===== src/rtl/frame_timing_pkg.sv =====
// Shared types and limits for the frame timing generator: state encoding,
// counter width and the legal range for every timing parameter.
package frame_timing_pkg;

    localparam int CNT_W   = 16;
    localparam int LEN_MIN = 1;
    localparam int LEN_MAX = 65535;

    typedef enum logic [2:0] {
        ST_IDLE,
        ST_V_FRONT,
        ST_ACTIVE,
        ST_H_BLANK,
        ST_V_BACK,
        ST_V_BLANK
    } state_e;

    // Every duration must be loadable as (len-1) into the CNT_W phase counter.
    function automatic bit len_ok(input int len);
        return (len >= LEN_MIN) && (len <= LEN_MAX);
    endfunction

endpackage


===== src/rtl/frame_timing_gen_if.sv =====
// Strobe/index bundle between the timing generator and the pattern generator.
// FRAME_TIMING_FRAME_COUNT_EN adds the frame_count signal.
interface frame_timing_gen_if;
    import frame_timing_pkg::*;

    logic             en;
    logic             fval;
    logic             lval;
    logic             dval;
    logic             fval_posedge;
    logic             lval_negedge;
    logic             busy;
    logic [CNT_W-1:0] pix_idx;
    logic [CNT_W-1:0] line_idx;
`ifdef FRAME_TIMING_FRAME_COUNT_EN
    logic [CNT_W-1:0] frame_count;
`endif

    modport master (
        input  en,
        output fval, lval, dval, fval_posedge, lval_negedge, busy,
`ifdef FRAME_TIMING_FRAME_COUNT_EN
        output frame_count,
`endif
        output pix_idx, line_idx
    );

    modport slave (
        output en,
        input  fval, lval, dval, fval_posedge, lval_negedge, busy,
`ifdef FRAME_TIMING_FRAME_COUNT_EN
        input  frame_count,
`endif
        input  pix_idx, line_idx
    );

endinterface


===== src/rtl/frame_timing_gen_phase_counter.sv =====
// State-duration down-counter: loaded with (length-1) on state entry,
// stops at zero; zero marks the last cycle of the current state.
module phase_counter
    import frame_timing_pkg::*;
(
    input  logic             clk,
    input  logic             rst,
    input  logic             load,
    input  logic [CNT_W-1:0] load_val,
    input  logic             dec,
    output logic             zero
);

    logic [CNT_W-1:0] cnt;

    always_ff @(posedge clk or posedge rst) begin
        if (rst)
            cnt <= '0;
        else if (load)
            cnt <= load_val;
        else if (dec && (cnt != '0))
            cnt <= cnt - 1'b1;
    end

    assign zero = (cnt == '0);

endmodule


===== src/rtl/frame_timing_gen.sv =====
// Camera-Link style FVAL/LVAL/DVAL timing source with event pulses and indices.
// Optional FRAME_TIMING_FRAME_COUNT_EN adds a wrapping 16-bit frame counter.
module frame_timing_gen
    import frame_timing_pkg::*;
#(
    parameter int DVAL_HIGH = 640,
    parameter int ROW_COUNT = 480,
    parameter int H_BLANK   = 16,
    parameter int V_BLANK   = 32,
    parameter int FV_TO_LV  = 4,
    parameter int LV_TO_FV  = 4
) (
    input  logic               clk,
    input  logic               rst,
    frame_timing_gen_if.master bus
);

    if (!(len_ok(DVAL_HIGH) && len_ok(ROW_COUNT) && len_ok(H_BLANK) &&
          len_ok(V_BLANK) && len_ok(FV_TO_LV) && len_ok(LV_TO_FV))) begin : g_param_err
        $error("frame_timing_gen: timing parameter outside 1..65535");
    end

    localparam logic [CNT_W-1:0] LEN_FRONT  = CNT_W'(FV_TO_LV - 1);
    localparam logic [CNT_W-1:0] LEN_ACTIVE = CNT_W'(DVAL_HIGH - 1);
    localparam logic [CNT_W-1:0] LEN_HBLANK = CNT_W'(H_BLANK - 1);
    localparam logic [CNT_W-1:0] LEN_BACK   = CNT_W'(LV_TO_FV - 1);
    localparam logic [CNT_W-1:0] LEN_VBLANK = CNT_W'(V_BLANK - 1);
    localparam logic [CNT_W-1:0] LAST_LINE  = CNT_W'(ROW_COUNT - 1);

    state_e           state, state_nxt;
    logic             ph_load, ph_zero;
    logic [CNT_W-1:0] ph_load_val;

    logic             fval_q, lval_q, fpos_q, lneg_q, busy_q;
    logic [CNT_W-1:0] pix_q, line_q;
    logic             fval_nxt, lval_nxt;
    logic [CNT_W-1:0] pix_nxt, line_nxt;

    phase_counter u_phase (
        .clk      (clk),
        .rst      (rst),
        .load     (ph_load),
        .load_val (ph_load_val),
        .dec      (state != ST_IDLE),
        .zero     (ph_zero)
    );

    always_comb begin
        state_nxt = state;
        unique case (state)
            ST_IDLE:    if (bus.en)  state_nxt = ST_V_FRONT;
            ST_V_FRONT: if (ph_zero) state_nxt = ST_ACTIVE;
            ST_ACTIVE:  if (ph_zero) state_nxt = (line_q < LAST_LINE) ? ST_H_BLANK : ST_V_BACK;
            ST_H_BLANK: if (ph_zero) state_nxt = ST_ACTIVE;
            ST_V_BACK:  if (ph_zero) state_nxt = ST_V_BLANK;
            ST_V_BLANK: if (ph_zero) state_nxt = bus.en ? ST_V_FRONT : ST_IDLE;
            default:                 state_nxt = ST_IDLE;
        endcase
    end

    // Every transition targets a different state, so a change of state is
    // exactly a state entry and reloads the duration.
    always_comb begin
        ph_load     = (state_nxt != state);
        ph_load_val = '0;
        unique case (state_nxt)
            ST_V_FRONT: ph_load_val = LEN_FRONT;
            ST_ACTIVE:  ph_load_val = LEN_ACTIVE;
            ST_H_BLANK: ph_load_val = LEN_HBLANK;
            ST_V_BACK:  ph_load_val = LEN_BACK;
            ST_V_BLANK: ph_load_val = LEN_VBLANK;
            default:    ph_load_val = '0;
        endcase
    end

    // Outputs are computed from the next state so they are valid in the
    // first cycle of the state they belong to.
    always_comb begin
        fval_nxt = (state_nxt inside {ST_V_FRONT, ST_ACTIVE, ST_H_BLANK, ST_V_BACK});
        lval_nxt = (state_nxt == ST_ACTIVE);
        pix_nxt  = '0;
        if (lval_nxt && lval_q)
            pix_nxt = pix_q + 1'b1;
        line_nxt = line_q;
        if (!fval_nxt)
            line_nxt = '0;
        else if ((state == ST_H_BLANK) && (state_nxt == ST_ACTIVE))
            line_nxt = line_q + 1'b1;
    end

    always_ff @(posedge clk or posedge rst) begin
        if (rst) begin
            state  <= ST_IDLE;
            fval_q <= 1'b0;
            lval_q <= 1'b0;
            fpos_q <= 1'b0;
            lneg_q <= 1'b0;
            busy_q <= 1'b0;
            pix_q  <= '0;
            line_q <= '0;
        end else begin
            state  <= state_nxt;
            fval_q <= fval_nxt;
            lval_q <= lval_nxt;
            fpos_q <= fval_nxt & ~fval_q;
            lneg_q <= lval_q & ~lval_nxt;
            busy_q <= (state_nxt != ST_IDLE);
            pix_q  <= pix_nxt;
            line_q <= line_nxt;
        end
    end

`ifdef FRAME_TIMING_FRAME_COUNT_EN
    logic [CNT_W-1:0] frame_cnt_q;

    always_ff @(posedge clk or posedge rst) begin
        if (rst)
            frame_cnt_q <= '0;
        else if (fval_nxt & ~fval_q)
            frame_cnt_q <= frame_cnt_q + 1'b1;
    end

    assign bus.frame_count = frame_cnt_q;
`endif

    assign bus.fval         = fval_q;
    assign bus.lval         = lval_q;
    assign bus.dval         = lval_q;
    assign bus.fval_posedge = fpos_q;
    assign bus.lval_negedge = lneg_q;
    assign bus.busy         = busy_q;
    assign bus.pix_idx      = pix_q;
    assign bus.line_idx     = line_q;

endmodule


===== src/flat_wrapper.sv =====
// flat-port wrapper written by rule: the top's interface ports become plain ports
module frame_timing_gen_flat import frame_timing_pkg::*;
#(
    parameter int DVAL_HIGH = 640,
    parameter int ROW_COUNT = 480,
    parameter int H_BLANK   = 16,
    parameter int V_BLANK   = 32,
    parameter int FV_TO_LV  = 4,
    parameter int LV_TO_FV  = 4
)
  (clk, rst, bus_en, bus_fval, bus_lval, bus_dval, bus_fval_posedge, bus_lval_negedge, bus_busy, bus_pix_idx, bus_line_idx);
  frame_timing_gen_if bus_i ();
  input  logic clk;
  input  logic rst;
  input wire logic [$bits(bus_i.en)-1:0] bus_en;
  output wire logic [$bits(bus_i.fval)-1:0] bus_fval;
  output wire logic [$bits(bus_i.lval)-1:0] bus_lval;
  output wire logic [$bits(bus_i.dval)-1:0] bus_dval;
  output wire logic [$bits(bus_i.fval_posedge)-1:0] bus_fval_posedge;
  output wire logic [$bits(bus_i.lval_negedge)-1:0] bus_lval_negedge;
  output wire logic [$bits(bus_i.busy)-1:0] bus_busy;
  output wire logic [$bits(bus_i.pix_idx)-1:0] bus_pix_idx;
  output wire logic [$bits(bus_i.line_idx)-1:0] bus_line_idx;
  assign bus_i.en = bus_en;
  assign bus_fval = bus_i.fval;
  assign bus_lval = bus_i.lval;
  assign bus_dval = bus_i.dval;
  assign bus_fval_posedge = bus_i.fval_posedge;
  assign bus_lval_negedge = bus_i.lval_negedge;
  assign bus_busy = bus_i.busy;
  assign bus_pix_idx = bus_i.pix_idx;
  assign bus_line_idx = bus_i.line_idx;
  frame_timing_gen #(.DVAL_HIGH(DVAL_HIGH), .ROW_COUNT(ROW_COUNT), .H_BLANK(H_BLANK), .V_BLANK(V_BLANK), .FV_TO_LV(FV_TO_LV), .LV_TO_FV(LV_TO_FV)) u_core (.clk(clk), .rst(rst), .bus(bus_i));
endmodule

===== config.mk =====
export PLATFORM = sky130hd
export DESIGN_NAME = frame_timing_gen_flat
export DESIGN_NICKNAME = d
export VERILOG_FILES = /design/src/rtl/frame_timing_pkg.sv /design/src/rtl/frame_timing_gen_if.sv /design/src/rtl/frame_timing_gen_phase_counter.sv /design/src/rtl/frame_timing_gen.sv /design/src/flat_wrapper.sv
export SDC_FILE = /design/constraint.sdc
export NUM_CORES = 1
export LEC_CHECK = 0
export BUFFER_PORTS_ARGS = -buffer_cell sky130_fd_sc_hd__buf_2
export CAP_MARGIN = 10
export CORE_MARGIN = 3
export CORE_UTILIZATION = 40
export DETAILED_ROUTE_END_ITERATION = 10
export PLACE_DENSITY = 0.65
export SETUP_SLACK_MARGIN = 0.4
export SYNTH_ARGS = -nofsm -noshare
export SYNTH_HDL_FRONTEND = slang
export SYNTH_SLANG_ARGS = --single-unit
export TNS_END_PERCENT = 30

===== constraint.sdc =====
create_clock -name clk -period 3.6 [get_ports clk]
set_input_delay 0.54 -clock clk [delete_from_list [all_inputs] [get_ports clk]]
set_output_delay 0.54 -clock clk [all_outputs]
set_load 0.01 [all_outputs]

Word level (Yosys, flattened, before mapping)

Cells that the tools add are included.

Logic and storage cells: 55
Input bits: 3
Bits in registers: 56
Output and inout bits: 38

Reduce and logical (&&, ||, !) cells: 12
Bitwise gates (word level): 4
Magnitude comparators: 1
Muxes and demuxes: 14
Add/sub/neg operators: 3
Equality and inequality tests: 12

Operator list:

| cell                                                         | number |
|---|---|
| 2-to-1 mux 16 bit                                            | 5 |
| case mux 10 bit (4 select lines)                             | 1 |
| adder 16 x 1 -> 16 bit (second input constant)               | 2 |
| 2-to-1 mux 3 bit                                             | 6 |
| logical NOT 16 bit                                           | 1 |
| less-than comparator 16 x 9 -> 1 bit (second input constant) | 1 |
| nonzero test 16 bit                                          | 1 |
| subtractor 16 x 1 -> 16 bit (second input constant)          | 1 |
| case mux 3 bit (5 select lines)                              | 1 |
| == test 3 x 2 -> 1 bit (second input constant)               | 4 |
| == test 3 bit (second input constant)                        | 4 |
| == test 3 x 1 -> 1 bit (second input constant)               | 2 |
| nonzero test 3 bit                                           | 2 |
| nonzero test 4 bit                                           | 1 |
| OR reduction 2 bit                                           | 2 |
| logical AND 1 bit                                            | 3 |
| logical NOT 3 bit                                            | 1 |
| inequality test 3 bit                                        | 1 |
| bitwise AND 1 bit                                            | 2 |
| inequality test 2 bit (second input constant)                | 1 |
| inverter 1 bit                                               | 2 |
| nonzero test 2 bit                                           | 1 |
| 2-to-1 mux 1 bit                                             | 1 |

Depth between registers and ports, before layout

Gate-level depths: netlist (run 1).

Depth in word-level cells: 8
Depth in mapped cells: 10
Gate-level depth less buffers: 8

Modules after synthesis

Synthesis (run 1) repeated with hierarchy kept, for this count alone.

Cell total of the unflattened synthesis: 340
Area, all modules: 3121.7 um^2

Modules (own cells, without submodules):

| module           | area each (um^2) | times used | sequential area each (um^2) | cells each |
|---|---|---|---|---|
| frame_timing_gen | 2087.0           | 1          | 1001.0                      | 218 |
| phase_counter    | 1034.7           | 1          | 400.4                       | 122 |

Worst setup path after synthesis (run 1)

Ideal clock, no wire load.

Path kind: reg2reg
From: register u_core.u_phase.cnt[6]
To: register u_core.line_q[10] (netlist: u_core.bus.line_idx[10])
Cell stages (with the launch flop): 9
Buffers on the path: 2
Arrival: 2.448 ns
Slack: 1.032 ns
Library setup time: 0.120 ns
Data required time: 3.480 ns
Period minus slack after synthesis: 2.568 ns
Path through: dfrtp_1 -> or4_1 -> buf_2 -> or3_1 -> buf_6 -> o31ai_4 -> nand2_2 -> a211o_1 -> o211a_1

Cells in the longest elaborated chain, start to end: 6
Elaborated cells on any way between the ends: 14
Classes of those cells: eq/ne: 5; mux: 6; reduce/logical: 3

Ends and longest elaborated chain:

| item                                                                        | RTL line                                       | source |
|---|---|---|
| from (decl)                                                                 | frame_timing_gen_phase_counter.sv:14           | `logic [CNT_W-1:0] cnt;` |
| from (signal assigned)                                                      | frame_timing_gen_phase_counter.sv:20           | `cnt <= load_val;` |
| from (signal assigned)                                                      | frame_timing_gen_phase_counter.sv:22           | `cnt <= cnt - 1'b1;` |
| logical NOT 16 bit *                                                        | frame_timing_gen_phase_counter.sv:25           | `assign zero = (cnt == '0);` |
| 2-to-1 mux 3 bit, on equally long branches                                  | --                                             |  |
| case mux 3 bit (5 select lines) *                                           | frame_timing_gen.sv:50                         | `unique case (state)` |
| via u_core.state_nxt[1]                                                     | frame_timing_gen.sv:30                         | `state_e state, state_nxt;` |
| == test 3 x 1 -> 1 bit, or another cell as far along                        | frame_timing_gen.sv:79                         | `fval_nxt = (state_nxt inside {ST_V_FRONT, ST_ACTIVE, ST_H_BLANK, ST_V_BACK});` |
| nonzero test 4 bit / logical AND 1 bit (equally long branches)              | frame_timing_gen.sv:79, frame_timing_gen.sv:87 |  |
| inequality test 2 bit (no line) / 2-to-1 mux 16 bit (equally long branches) | --                                             |  |
| to (signal assigned)                                                        | frame_timing_gen.sv:109                        | `line_q <= line_nxt;` |
| to (decl)                                                                   | frame_timing_gen.sv:35                         | `logic [CNT_W-1:0] pix_q, line_q;` |

The timed path passes the listed nets; every way through them passes the cells marked *.
A chain may end at the register's enable or synchronous reset.

Worst setup path after layout (run 1)

From: register u_core.u_phase.cnt[6]
To: register u_core.line_q[2] (netlist: u_core.bus.line_idx[2])

Same word-level chain as after synthesis.

==> results.tsv, run 1 <==
metric	value	unit
mux cell area share after synthesis	0.0237	
Slew headroom	0.438	
EDFF count, synth	0	
Post-CTS Resized	0	
gate count after technology mapping	333	
Mean Syn Cell Area	9.35	sq um
max cap viols	0	
RSZ-0062 raised after global routing	false	
mapped cell area	3110	sq um
initial antenna violation count	0	
Top Ports	41	
CP arrival	3140	ps
vias in the first global route	2313	
max-slew violations	0	
# port buffers	40	
worst-margin pin slew	838	ps
Seq/Total Area, Yosys	0.450	
Min Clock Period, post-route	2950	ps
worst hold path class	in -> async	
Initial Utilization	0.420	
Seq cells post-synth	56	
final hold vios	0	
cts bufs inserted	5	
cell-by-cell trace of the critical path	or4_1 > or3_1 > o31ai_4 > nand2_2 > a2111oi_0 > a2111oi_1	
adder-cell area share of the yosys netlist	0.0121	
# Post-CTS Setup Buffers	0	
DRC viols	0	
core region area	7410	sq um
startpoint types	flip-flop	
fill cell count	722	
all-layer global routing usage	0.155	
Synth Warn #	0	
Power, Total	1.45	mW
Critical Path Max Stage Delay	690	ps
largest net degree at the start of global routing	38	
ys async rst share	1.00	
gpl congestion	0.844	
Hold Slack	353	ps
status	finished clean	
static leakage	1.52	nW
critical path fanouts, max	10	
GR Overflow Total	0	
clk sinks	56	
Unique masters post-synth	61	
number of cell rows	31	
die footprint	8880	sq um
P&R area growth vs syn	12.5	%
post-route cell area	3500	sq um
vias per inst	5.34	
critical path endpoint category	flip-flop	
die span in x	94.2	microns
final period utilization	0.820	
power density over cell area	415	nW/um^2
CP required	3780	ps
Worst-path clk slew	110	ps
# hold bufs at CTS	0	
xor/xnor share of the synthesized area	0.101	
commonest non-fill, non-tap cell in the layout	dfrtp_1	
Clock Tree Buf Depth	2	
commonest cells after routing, fill and taps aside	dfrtp_1, nor2_1, buf_2	
Post-Route WL	6.65	mm
DRT Pass-1 Iters	4	
die height	94.2	microns
layout cells sized above 1	0.173	
final core utilization	0.473	
clock root cell	clkbuf_8	
worst vdd rail ir drop	189	uV
nets	376	
DRT iter0 DRCs	140	
cell with the largest stage delay on the worst path	or4_1	
Critical Setup Path Class	reg -> reg	
post-synthesis compound-gate area fraction	0.120	
Mapped Nets	339	
first-pass GRT wire length	11.1	mm
Clock Latency Late Sink	310	ps
CTS tree	built	
main combinational cell family by area after synthesis	simple AND/OR/NAND/NOR gates	
Peak Freq	339	MHz
simple-gate share of the synthesized area	0.254	
post-DP HPWL	4.85	mm
WL per Instance	14.1	microns
via count	2509	
final clock skew	7.19	ps
Main synth FF type	dfrtp_1	
placed instance area	3390	sq um
post-route ant nets	0	
final setup fails	0	
antenna fix cells	0	
H-tree level count	2	
final setup TNS	0	ps
==> cell usage after synthesis, drive strengths merged, types with 4 or more instances <==
cell     number  area, sq um
nor2         56          213
nor4          4         25.0
and3          9         56.3
nand2        24         92.6
xnor2        19          166
dfrtp        56         1400
nand3        17         85.1
mux2i         4         40.0
a2111oi       4         37.5
buf           6         37.5
a21oi        12         63.8
o21ai         5         25.0
nand4         6         52.6
clkbuf        5         18.8
and2          9         56.3
inv          17         63.8
or4           6         48.8
xor2         17          149
nor3         15         91.3
==> metal layers <==
metal | wire [microns] | global-route usage | up-vias
met5 | 0 | 0 | -
met4 | 9 | 0.0277 | 0
met2 | 2990 | 0.234 | 47
met1 | 3400 | 0.229 | 1227
li1 | - | - | 1233
met3 | 247 | 0.0329 | 2
==> sequential cells by signal, summed over array words and instances, names as in the netlist <==
register / flops
u_core.bus.line_idx: 16
u_core.bus.pix_idx: 16
u_core.u_phase.cnt: 16
u_core.state: 3
u_core.bus.busy: 1
u_core.bus.dval: 1
u_core.bus.fval: 1
u_core.bus.fval_posedge: 1
u_core.bus.lval_negedge: 1
==> final timing paths <==
path	startpoint	endpoint	slack, ps	cells after the start
setup / recovery	u_core.u_phase.cnt[6]	u_core.bus.line_idx[2]	650	6
hold / removal	rst	u_core.bus.pix_idx[7]	350	2
setup reg to reg	u_core.u_phase.cnt[6]	u_core.bus.line_idx[2]	650	6
hold reg to reg	u_core.bus.fval	u_core.bus.fval_posedge	420	1
max in group asynchronous	rst	u_core.bus.line_idx[9]	2490	3
min in group clk	u_core.bus.fval	u_core.bus.fval_posedge	420	1
==> worst max-delay path: cells and delay by family (launching register included) <==
kind,cells,cell delay [ps]
AND/OR/NAND/NOR,3,1490
AO/OA/AOI/OAI,3,910
flip-flops,1,430
==> metrics by stage <==
stage / cells / worst slack [ps]
global route: 470 / 454
CTS: 470 / 673
detailed placement: 462 / 673
floorplan: 333 / 1030
global placement: 462 / 800
finish: 470 / 646
==> logic make-up after synthesis <==
family / count (synthesis)
XOR/XNOR: 36
flip-flops: 56
AO/OA/AOI/OAI: 48
multiplexers: 6
buffers and inverters: 28
adder cells (fa/ha/maj): 3
AND/OR/NAND/NOR: 156
==> power breakdown <==
group,total [mW],internal (mW),switching [mW]
sequential,0.782,0.700,0.0814
combinational,0.250,0.120,0.131
clock,0.422,0.210,0.212
==> cell type report <==
| class | count | area [sq um] | area share |
|---|---|---|---|
| clock inverters | 3 | 46.3 | 0.0132 |
| well taps | 99 | 124 | 0.0354 |
| clock buffers | 5 | 68.8 | 0.0196 |
| multi-input cells | 249 | 1590 | 0.454 |
| flip-flops and latches | 56 | 1400 | 0.400 |
| inverters | 17 | 63.8 | 0.0182 |
| repair buffers | 41 | 208 | 0.0593 |
Note: power is estimated with default switching activity, not from simulation.
==> run 2: changes to the inputs <==
--- a/config.mk
+++ b/config.mk
@@ -10,7 +10,7 @@
 export CORE_MARGIN = 3
 export CORE_UTILIZATION = 40
 export DETAILED_ROUTE_END_ITERATION = 10
-export PLACE_DENSITY = 0.65
+export PLACE_DENSITY = 0.67
 export SETUP_SLACK_MARGIN = 0.4
 export SYNTH_ARGS = -nofsm -noshare
 export SYNTH_HDL_FRONTEND = slang
==> constraint.sdc (replaced) <==
create_clock -name clk -period 2.5 [get_ports clk]
set_input_delay 0.375 -clock clk [delete_from_list [all_inputs] [get_ports clk]]
set_output_delay 0.375 -clock clk [all_outputs]
set_load 0.01 [all_outputs]
==> results.tsv, run 2 (same netlist as run 1, synthesis figures left out) <==
metric	value	unit	change
failing checks	negative setup slack		
GR Overflow Total	0		unchanged
number of cell rows	31		unchanged
Int Power	1.51	mW	was 1.03 mW
clk sinks	56		unchanged
post-route cell area	4100	sq um	was 3500 sq um
Initial Utilization	0.420		unchanged
setup slack, reg-to-reg	-30	ps	was 650 ps
max cap viols	0		unchanged
die span in x	94.2	microns	unchanged
Clk pwr share	0.241		was 0.290
worst-case reg-to-reg path depth	7		was 6
Critical Setup Path Class	reg -> reg		unchanged
commonest cells after routing, fill and taps aside	dfrtp_1, nor2_1, buf_2		unchanged
# hold bufs at CTS	0		unchanged
Slew headroom	0.585		was 0.438
Power, Total	2.16	mW	was 1.45 mW
post-DP HPWL	5.23	mm	was 4.85 mm
placed instance area	3660	sq um	was 3390 sq um
static leakage	1.80	nW	was 1.52 nW
max-slew violations	0		unchanged
Worst-path clk slew	100	ps	was 110 ps
DRT iter0 DRCs	91		was 140
register area	1400	sq um	unchanged
Combinational Power Share	0.244		was 0.172
Peak Freq	395	MHz	was 339 MHz
post-route ant nets	0		unchanged
layout cells sized above 1	0.345		was 0.173
RR Startpoint	u_core.u_phase.cnt[9]		was u_core.u_phase.cnt[6]
final hold vios	0		unchanged
area of the multi-input gates	1850	sq um	was 1590 sq um
final setup TNS	-61.8	ps	was 0 ps
worst-margin pin slew	618	ps	was 838 ps
Switching Power	0.652	mW	was 0.424 mW
worst hold path class	in -> async		unchanged
P&R area growth vs syn	31.8	%	was 12.5%
RSZ-0062 raised after global routing	true		was false
CP required	2680	ps	was 3780 ps
DRT Pass-1 Iters	4		unchanged
largest net degree at the start of global routing	32		was 38
commonest non-fill, non-tap cell in the layout	dfrtp_1		unchanged
antenna fix cells	0		unchanged
Post-Route WL	7.62	mm	was 6.65 mm
clock root cell	clkbuf_8		unchanged
Top Ports	41		unchanged
all-layer global routing usage	0.172		was 0.155
CP arrival	2720	ps	was 3140 ps
cts bufs inserted	5		unchanged
fill cell count	678		was 722
Clock Latency Late Sink	310	ps	about the same
Worst R2R End	u_core.bus.line_idx[2]		unchanged
die footprint	8880	sq um	unchanged
Clock Tree Buf Depth	2		unchanged
die height	94.2	microns	unchanged
vias in the first global route	2598		was 2313
gpl congestion	0.878		was 0.844
core region area	7410	sq um	unchanged
final clock skew	9.66	ps	was 7.19 ps
critical path fanouts, max	5		was 10
startpoint types	flip-flop		unchanged
CTS tree	built		unchanged
first-pass GRT wire length	12.3	mm	was 11.1 mm
H-tree level count	2		unchanged
initial antenna violation count	0		unchanged
switching share of power	0.302		was 0.292
WL per Instance	14.8	microns	was 14.1 microns
# port buffers	40		unchanged
vias per inst	5.32		was 5.34
final worst slack	-33.9	ps	was 646 ps
DRC viols	0		unchanged
via count	2746		was 2509
Min Clock Period, post-route	2530	ps	was 2950 ps
nets	422		was 376
final period utilization	1.01		was 0.820
Reg power frac	0.515		was 0.538
critical path endpoint category	flip-flop		unchanged
final setup fails	2		was 0
power density over cell area	527	nW/um^2	was 415 nW/um^2
status	finished with violations		was finished clean
worst vdd rail ir drop	259	uV	was 189 uV
run 2: cell types whose count changed in the layout (fill, tap and decap cells not counted), moves of 3 or more:
cell and change:
nor2_1 -8, nor2_2 +6, a21oi_2 +3, a2111oi_2 +4, buf_4 +37, buf_6 +6
a21oi_1 -4
run 2: power by group through the flow:
stage	logic, mW	registers, mW	clock network [mW]
floorplan	0.302	1.12	0
global route	0.586	1.12	0.579
finish	0.526	1.11	0.521
global placement	0.472	1.12	0
CTS	0.503	1.11	0.540
detailed placement	0.489	1.12	0
run 2: area by class of cell:
type | count | share of cell area
clock buffers | 6 | 0.0201
clock inverters | 2 | 0.00336
inverters | 17 | 0.0156
multi-input cells | 251 | 0.451
flip-flops and latches | 56 | 0.342
well taps | 99 | 0.0302
repair buffers | 85 | 0.138
run 2: how the worst max path moves through the flow:
stage	start	end	slack, ps	cells past startpoint
after CTS	u_core.u_phase.cnt[9]	u_core.bus.line_idx[2]	2	7
after floorplan	u_core.u_phase.cnt[7]	u_core.bus.line_idx[2]	5	8
after detailed placement	u_core.u_phase.cnt[9]	u_core.bus.line_idx[2]	-190	7
final	u_core.u_phase.cnt[9]	u_core.bus.line_idx[2]	-30	7
after global routing	u_core.u_phase.cnt[9]	u_core.bus.line_idx[2]	-100	7
after global placement	u_core.u_phase.cnt[9]	u_core.bus.line_idx[2]	-60	7
run 2: repair_timing:
action / 4_1_cts / 5_1_grt
endpoints found under the hold margin: 0 / 0
gates resized for setup: 31 / 27
pin swaps: 27 / 21
setup endpoints to repair: 55 / 56
setup buffers: 2 / 7
gates cloned: 1 / 2
run 2: through the flow:
stage	setup slack [ps]	cells	utilization	hold slack, ps
2_1_floorplan	4.83	333	-	472
3_3_place_gp	-60.3	496	0.495	405
3_5_place_dp	-188	496	0.495	413
4_1_cts	2.09	507	0.527	156
5_1_grt	-102	516	0.554	180
6_report	-33.9	516	0.554	134
run 2: worst max-delay path: stages (launching register included):
cell and delay, ps:
dfrtp_1 400, or4_4 570, or3_4 360, buf_8 150
a221oi_4 260, a21oi_2 140, a2111oi_2 430, a2111oi_2 90
run 2: metal layers:
layer / track usage / routed length [microns]
met5: 0 / 0
met4: 0.0253 / 19
met3: 0.0272 / 259
met2: 0.277 / 3640
met1: 0.249 / 3700
